## config.mk

```make
export PLATFORM = sky130hd
export DESIGN_NAME = afp3_eng_rtry_dispatch
export DESIGN_NICKNAME = d
export VERILOG_FILES = /design/src/rtl/afp3_eng_rtry_dispatch.sv
export SDC_FILE = /design/constraint.sdc
export NUM_CORES = 1
export LEC_CHECK = 0
export CAP_MARGIN = 0
export CORE_MARGIN = 10
export CORE_UTILIZATION = 55
export DETAILED_ROUTE_END_ITERATION = 7
export PLACE_DENSITY = 0.8
export SYNTH_ARGS = -nofsm -noshare
export SYNTH_HDL_FRONTEND = slang
export SYNTH_SLANG_ARGS = --single-unit
```

## constraint.sdc

```tcl
create_clock -name clock -period 3.1 [get_ports clock]
set_clock_uncertainty 0.15 [all_clocks]
set_input_delay 0.31 -clock clock [delete_from_list [all_inputs] [get_ports clock]]
set_output_delay 0.31 -clock clock [all_outputs]
set_load 0.01 [all_outputs]
```

## src/rtl/afp3_eng_rtry_dispatch.sv

```systemverilog
// Retry dispatcher: decodes retry-queue entries and pulses the owning
// sequencer's start, either immediately or after a per-channel backoff.
module afp3_eng_rtry_dispatch #(
    parameter int NUM_SEQ   = 11,
    parameter int CH_W      = 4,
    parameter int TAG_W     = 5,
    parameter int CNT_W     = 8,
    parameter int CPY_LD_CH = 3,
    parameter int CPY_ST_CH = 4
) (
    input  logic                   clock,
    input  logic                   reset_n,
    input  logic                   mmio_eng_enable,
    input  logic                   mmio_eng_resend_retries,
    input  logic [CNT_W-1:0]       mmio_backoff_limit,
    input  logic                   rtry_vld,
    output logic                   rtry_rdy,
    input  logic [TAG_W-1:0]       rtry_afutag,
    input  logic                   rtry_cpy_xx,
    input  logic                   rtry_cpy_st,
    input  logic                   rtry_is_pending,
    input  logic                   rtry_is_rtry_lwt,
    input  logic                   rtry_is_rtry_req,
    input  logic                   rtry_is_rtry_hwt,
    input  logic                   resp_code_is_done,
    input  logic                   resp_code_is_rty_req,
    input  logic                   resp_code_is_failed,
    input  logic                   resp_code_is_adr_error,
    input  logic [NUM_SEQ-1:0]     seq_wt4rsp,
    output logic [NUM_SEQ-1:0]     start_rtry_seq,
    output logic [4*NUM_SEQ-1:0]   rtry_kind,
    output logic                   rtry_drop,
    output logic [NUM_SEQ-1:0]     backoff_busy
);

    localparam int NCH = 2 ** CH_W;

    localparam logic [3:0] K_IMM = 4'b1000;
    localparam logic [3:0] K_BKO = 4'b0100;
    localparam logic [3:0] K_ABT = 4'b0010;
    localparam logic [3:0] K_HWT = 4'b1001;

    logic [CH_W-1:0]               ch;
    logic                          ch_inv;
    logic [NCH-1:0]                busy_pad;
    logic                          abort_all;
    logic                          abort_q;
    logic                          abort_rise;
    logic                          accept;
    logic [3:0]                    dec;

    logic [NUM_SEQ-1:0][CNT_W-1:0] cnt;
    logic [NUM_SEQ-1:0][CNT_W-1:0] cnt_n;
    logic [NUM_SEQ-1:0]            busy_n;
    logic [NUM_SEQ-1:0]            start_n;
    logic [4*NUM_SEQ-1:0]          kind_n;
    logic                          drop_n;

    assign ch = rtry_cpy_xx ? (rtry_cpy_st ? CH_W'(CPY_ST_CH) : CH_W'(CPY_LD_CH))
                            : rtry_afutag[CH_W-1:0];
    assign ch_inv     = 32'(ch) >= NUM_SEQ;
    assign busy_pad   = NCH'(backoff_busy);
    assign rtry_rdy   = ~busy_pad[ch] | ch_inv;
    assign accept     = rtry_vld & rtry_rdy;
    assign abort_all  = ~mmio_eng_enable & ~mmio_eng_resend_retries;
    assign abort_rise = abort_all & ~abort_q;

    always_comb begin
        dec = 4'b0000;
        if (!rtry_is_pending && (rtry_is_rtry_lwt || rtry_is_rtry_req))
            dec = abort_all ? K_ABT : K_BKO;
        else if (!rtry_is_pending && rtry_is_rtry_hwt)
            dec = abort_all ? K_ABT : K_HWT;
        else if (rtry_is_pending && abort_all)
            dec = K_ABT;
        else if (rtry_is_pending && resp_code_is_done)
            dec = K_IMM;
        else if (rtry_is_pending && resp_code_is_rty_req)
            dec = K_BKO;
        else if (rtry_is_pending && (resp_code_is_failed || resp_code_is_adr_error))
            dec = K_ABT;
    end

    always_comb begin
        start_n = '0;
        kind_n  = '0;
        drop_n  = 1'b0;
        busy_n  = backoff_busy;
        cnt_n   = cnt;
        for (int i = 0; i < NUM_SEQ; i++) begin
            // An abort edge flushes every running backoff as an abort start.
            if (backoff_busy[i]) begin
                if (abort_rise || cnt[i] == '0) begin
                    busy_n[i] = 1'b0;
                    cnt_n[i]  = '0;
                    if (seq_wt4rsp[i]) begin
                        start_n[i]       = 1'b1;
                        kind_n[4*i +: 4] = abort_rise ? K_ABT : K_BKO;
                    end else begin
                        drop_n = 1'b1;
                    end
                end else begin
                    cnt_n[i] = cnt[i] - 1'b1;
                end
            end
            if (accept && !ch_inv && dec != 4'b0000 && ch == CH_W'(i)) begin
                if (dec == K_BKO) begin
                    busy_n[i] = 1'b1;
                    cnt_n[i]  = mmio_backoff_limit;
                end else if (seq_wt4rsp[i]) begin
                    start_n[i]       = 1'b1;
                    kind_n[4*i +: 4] = dec;
                end else begin
                    drop_n = 1'b1;
                end
            end
        end
        if (accept && (ch_inv || dec == 4'b0000))
            drop_n = 1'b1;
    end

    always_ff @(posedge clock) begin
        if (!reset_n) begin
            cnt            <= '0;
            backoff_busy   <= '0;
            start_rtry_seq <= '0;
            rtry_kind      <= '0;
            rtry_drop      <= 1'b0;
            abort_q        <= 1'b0;
        end else begin
            cnt            <= cnt_n;
            backoff_busy   <= busy_n;
            start_rtry_seq <= start_n;
            rtry_kind      <= kind_n;
            rtry_drop      <= drop_n;
            abort_q        <= abort_all;
        end
    end

endmodule

```

==> qor.txt <==
Status -> complete, no violations
GRT met2 Usage -> 39.1%
Worst skew pair latency -> 440 ps
CP Data Arrival Time -> 2490 ps
Count of final setup violators -> 0
Final Non-Filler Cells -> 1,244
Yosys top cell area share -> 39.4%
Total core area -> 14,000 sq um
Initial DRT Pass Iterations -> 5
First-pass GRT wire length -> 37,900 microns
Maximum clock insertion buffer count -> 2
Kind of critical path -> in2out
Clock transition at the registers of the reported paths -> 60 ps
Setup crit end -> rtry_rdy
DP Area -> 9380 sq um
GRT Total Usage -> 23.7%
Peak Freq -> 0.339 GHz
Mapped Cells -> 925
Hold buffer count at cts -> 0
Full die area -> 19,600 sq um
CP max FO -> 9
Multi-input logic area -> 4470 sq um
Final period util -> 95.3%
Post-CTS Resized -> 0
Post-CTS setup buffers -> 0
# port buffers -> 105
HPWL after DPL -> 17,000 microns
Pwr Density -> 453 nW/um^2
Unique masters post-synth -> 65
Synth area leader -> dfxtp_1
Tightest Pin Transition -> 949 ps
Die X -> 140 microns
Relative slew margins -> 36.0%
Post-synth top cells -> dfxtp_1, nand2_1, nor2_1
RSZ-0062 raised after global routing -> no
Min Clock Period, post-route -> 2950 ps
CTS sink count -> 156
Fin util -> 71.3%
Setup TNS -> 0 ps
Required @ worst endpoint -> 2640 ps
Io pins -> 107
Initial DRC count -> 695
Rows -> 43
Vias per inst -> 5.99
Post-synth EDFFs -> 0
Syn avg cell area -> 8.56 sq um
Most common cell in the synthesized netlist -> dfxtp_1
YS warnings -> 0
Maximum VDD drop -> 0.396 mV
FF-to-FF Start -> backoff_busy[0]$_SDFF_PN0_
CP Launch Type -> input port
Crit. End Element -> output pin
Layout cells sized above 1 -> 12.5%
Seq/Total Area, Yosys -> 39.4%
Ys async rst share -> 0%
Met3 Usage GRT -> 6.32%
Area grow syn2layout -> 25.9%
Setup slack, reg-to-reg -> 630 ps
Final hold vios -> 0
Initial antenna violation count -> 0
WHS -> 274 ps
Mapped Nets -> 986
Nets -> 1,112
Die Y -> 140 microns
Slack of the critical path -> 146 ps
CTS Root Cell -> clkbuf_16
Diode count -> 0
Fillers -> 1,069
Overflow left after global routing -> 0
Initial Util -> 56.6%
FF+latch area -> 3120 sq um
Total Power -> 4.52 mW
Routability cong. -> 0.948
Post-DRT Antenna Nets -> 0
Largest cells by area after synthesis -> dfxtp_1, nand2_1, o21ai_0
Prevailing post-synth register cell -> dfxtp_1
Wire length per cell -> 19.1 microns
Worst hold path class -> in2reg
Pin count of the biggest net entering global routing -> 73
Num CTS Buffers -> 17
Number of max-cap violations -> 0
Static leakage -> 3.78 nW
DR vias -> 7,453
Max H-tree Level -> 4
Worst r2r path cells -> 6
Worst r2r dst -> cnt[68]$_SDFF_PN0_
Number of max-slew violations in the final report -> 0
Post-Syn Area -> 7920 sq um
Dpl ws -> 49.9 ps
Placed Instances -> 1,212
Register bit total from synthesis -> 156
Vias in the first global route -> 7,124
Design area -> 9970 sq um
Post-Route WL -> 23,800 microns
CP Launch Point -> rtry_cpy_xx
# DRC -> 0
Global route hottest layer -> met2
TritonCTS clock tree -> yes
GRT met1 Usage -> 29.8%
layout make-up:
class,instances,share of cell area [%]
Inverter,26,0.979
Clock buffer,22,4.76
Sequential cell,156,31.3
Tap cell,180,2.26
Clock inverter,10,1.15
Multi-Input combinational cell,694,44.8
Timing Repair Buffer,156,14.7
worst min-delay path by stage:
stage	endpoint	slack [ps]	from	cells past startpoint
after floorplan	rtry_kind[10]$_SDFF_PN0_	270	seq_wt4rsp[2]	2
after global placement	cnt[54]$_SDFF_PN0_	440	cnt[54]$_SDFF_PN0_	3
after detailed placement	cnt[86]$_SDFF_PN0_	450	cnt[86]$_SDFF_PN0_	3
after CTS	cnt[73]$_SDFF_PN0_	260	reset_n	3
after global routing	cnt[72]$_SDFF_PN0_	290	reset_n	3
final	cnt[73]$_SDFF_PN0_	270	reset_n	3
power breakdown:
group          internal, mW  switching, mW
registers              2.02         0.0144
logic                 0.170          0.254
clock network          1.24          0.814
total                  3.44           1.08
layout by cell type (no fill, tap or decap), types with 18 or more instances in the layout:
master / instances
ha_1: 22
mux2i_1: 18
buf_4: 48
a21oi_1: 32
nor2_1: 94
nor3_1: 22
xor2_1: 30
xnor2_1: 28
inv_1: 26
o21ai_0: 72
nand3_1: 25
nand4_1: 38
nand2_1: 119
dfxtp_1: 155
o22ai_1: 18
nor4_1: 23
clkdlybuf4s50_1: 103
logic make-up after synthesis:
| kind of cell | Yosys count | share of synthesized area (%) |
|---|---|---|
| XOR/XNOR | 58 | 6.42 |
| multiplexers | 32 | 4.46 |
| AND/OR/NAND/NOR | 391 | 24.9 |
| flip-flops | 156 | 39.4 |
| adder cells (fa/ha/maj) | 22 | 3.48 |
| AO/OA/AOI/OAI | 191 | 17.0 |
| buffers and inverters | 75 | 4.25 |
sequential cells by signal (all words and copies together), names as in the netlist:
signal,flops
abort_q,1
backoff_busy,11
cnt,88
rtry_drop,1
rtry_kind,44
start_rtry_seq,11
worst max-delay path: stages:
cell and delay [ps]:
clkdlybuf4s50_1 540, nand3b_1 270, or4_1 540, nand4_4 160, or2_2 140, clkdlybuf4s50_1 530
per-layer routing:
metal  part of all wire, %  routed length, microns
met5                     0                       0
met4                   1.7                     406
met3                   9.1                    2170
met2                    47                   11100
met1                    42                   10100
Power figures use the tool's default switching activity.
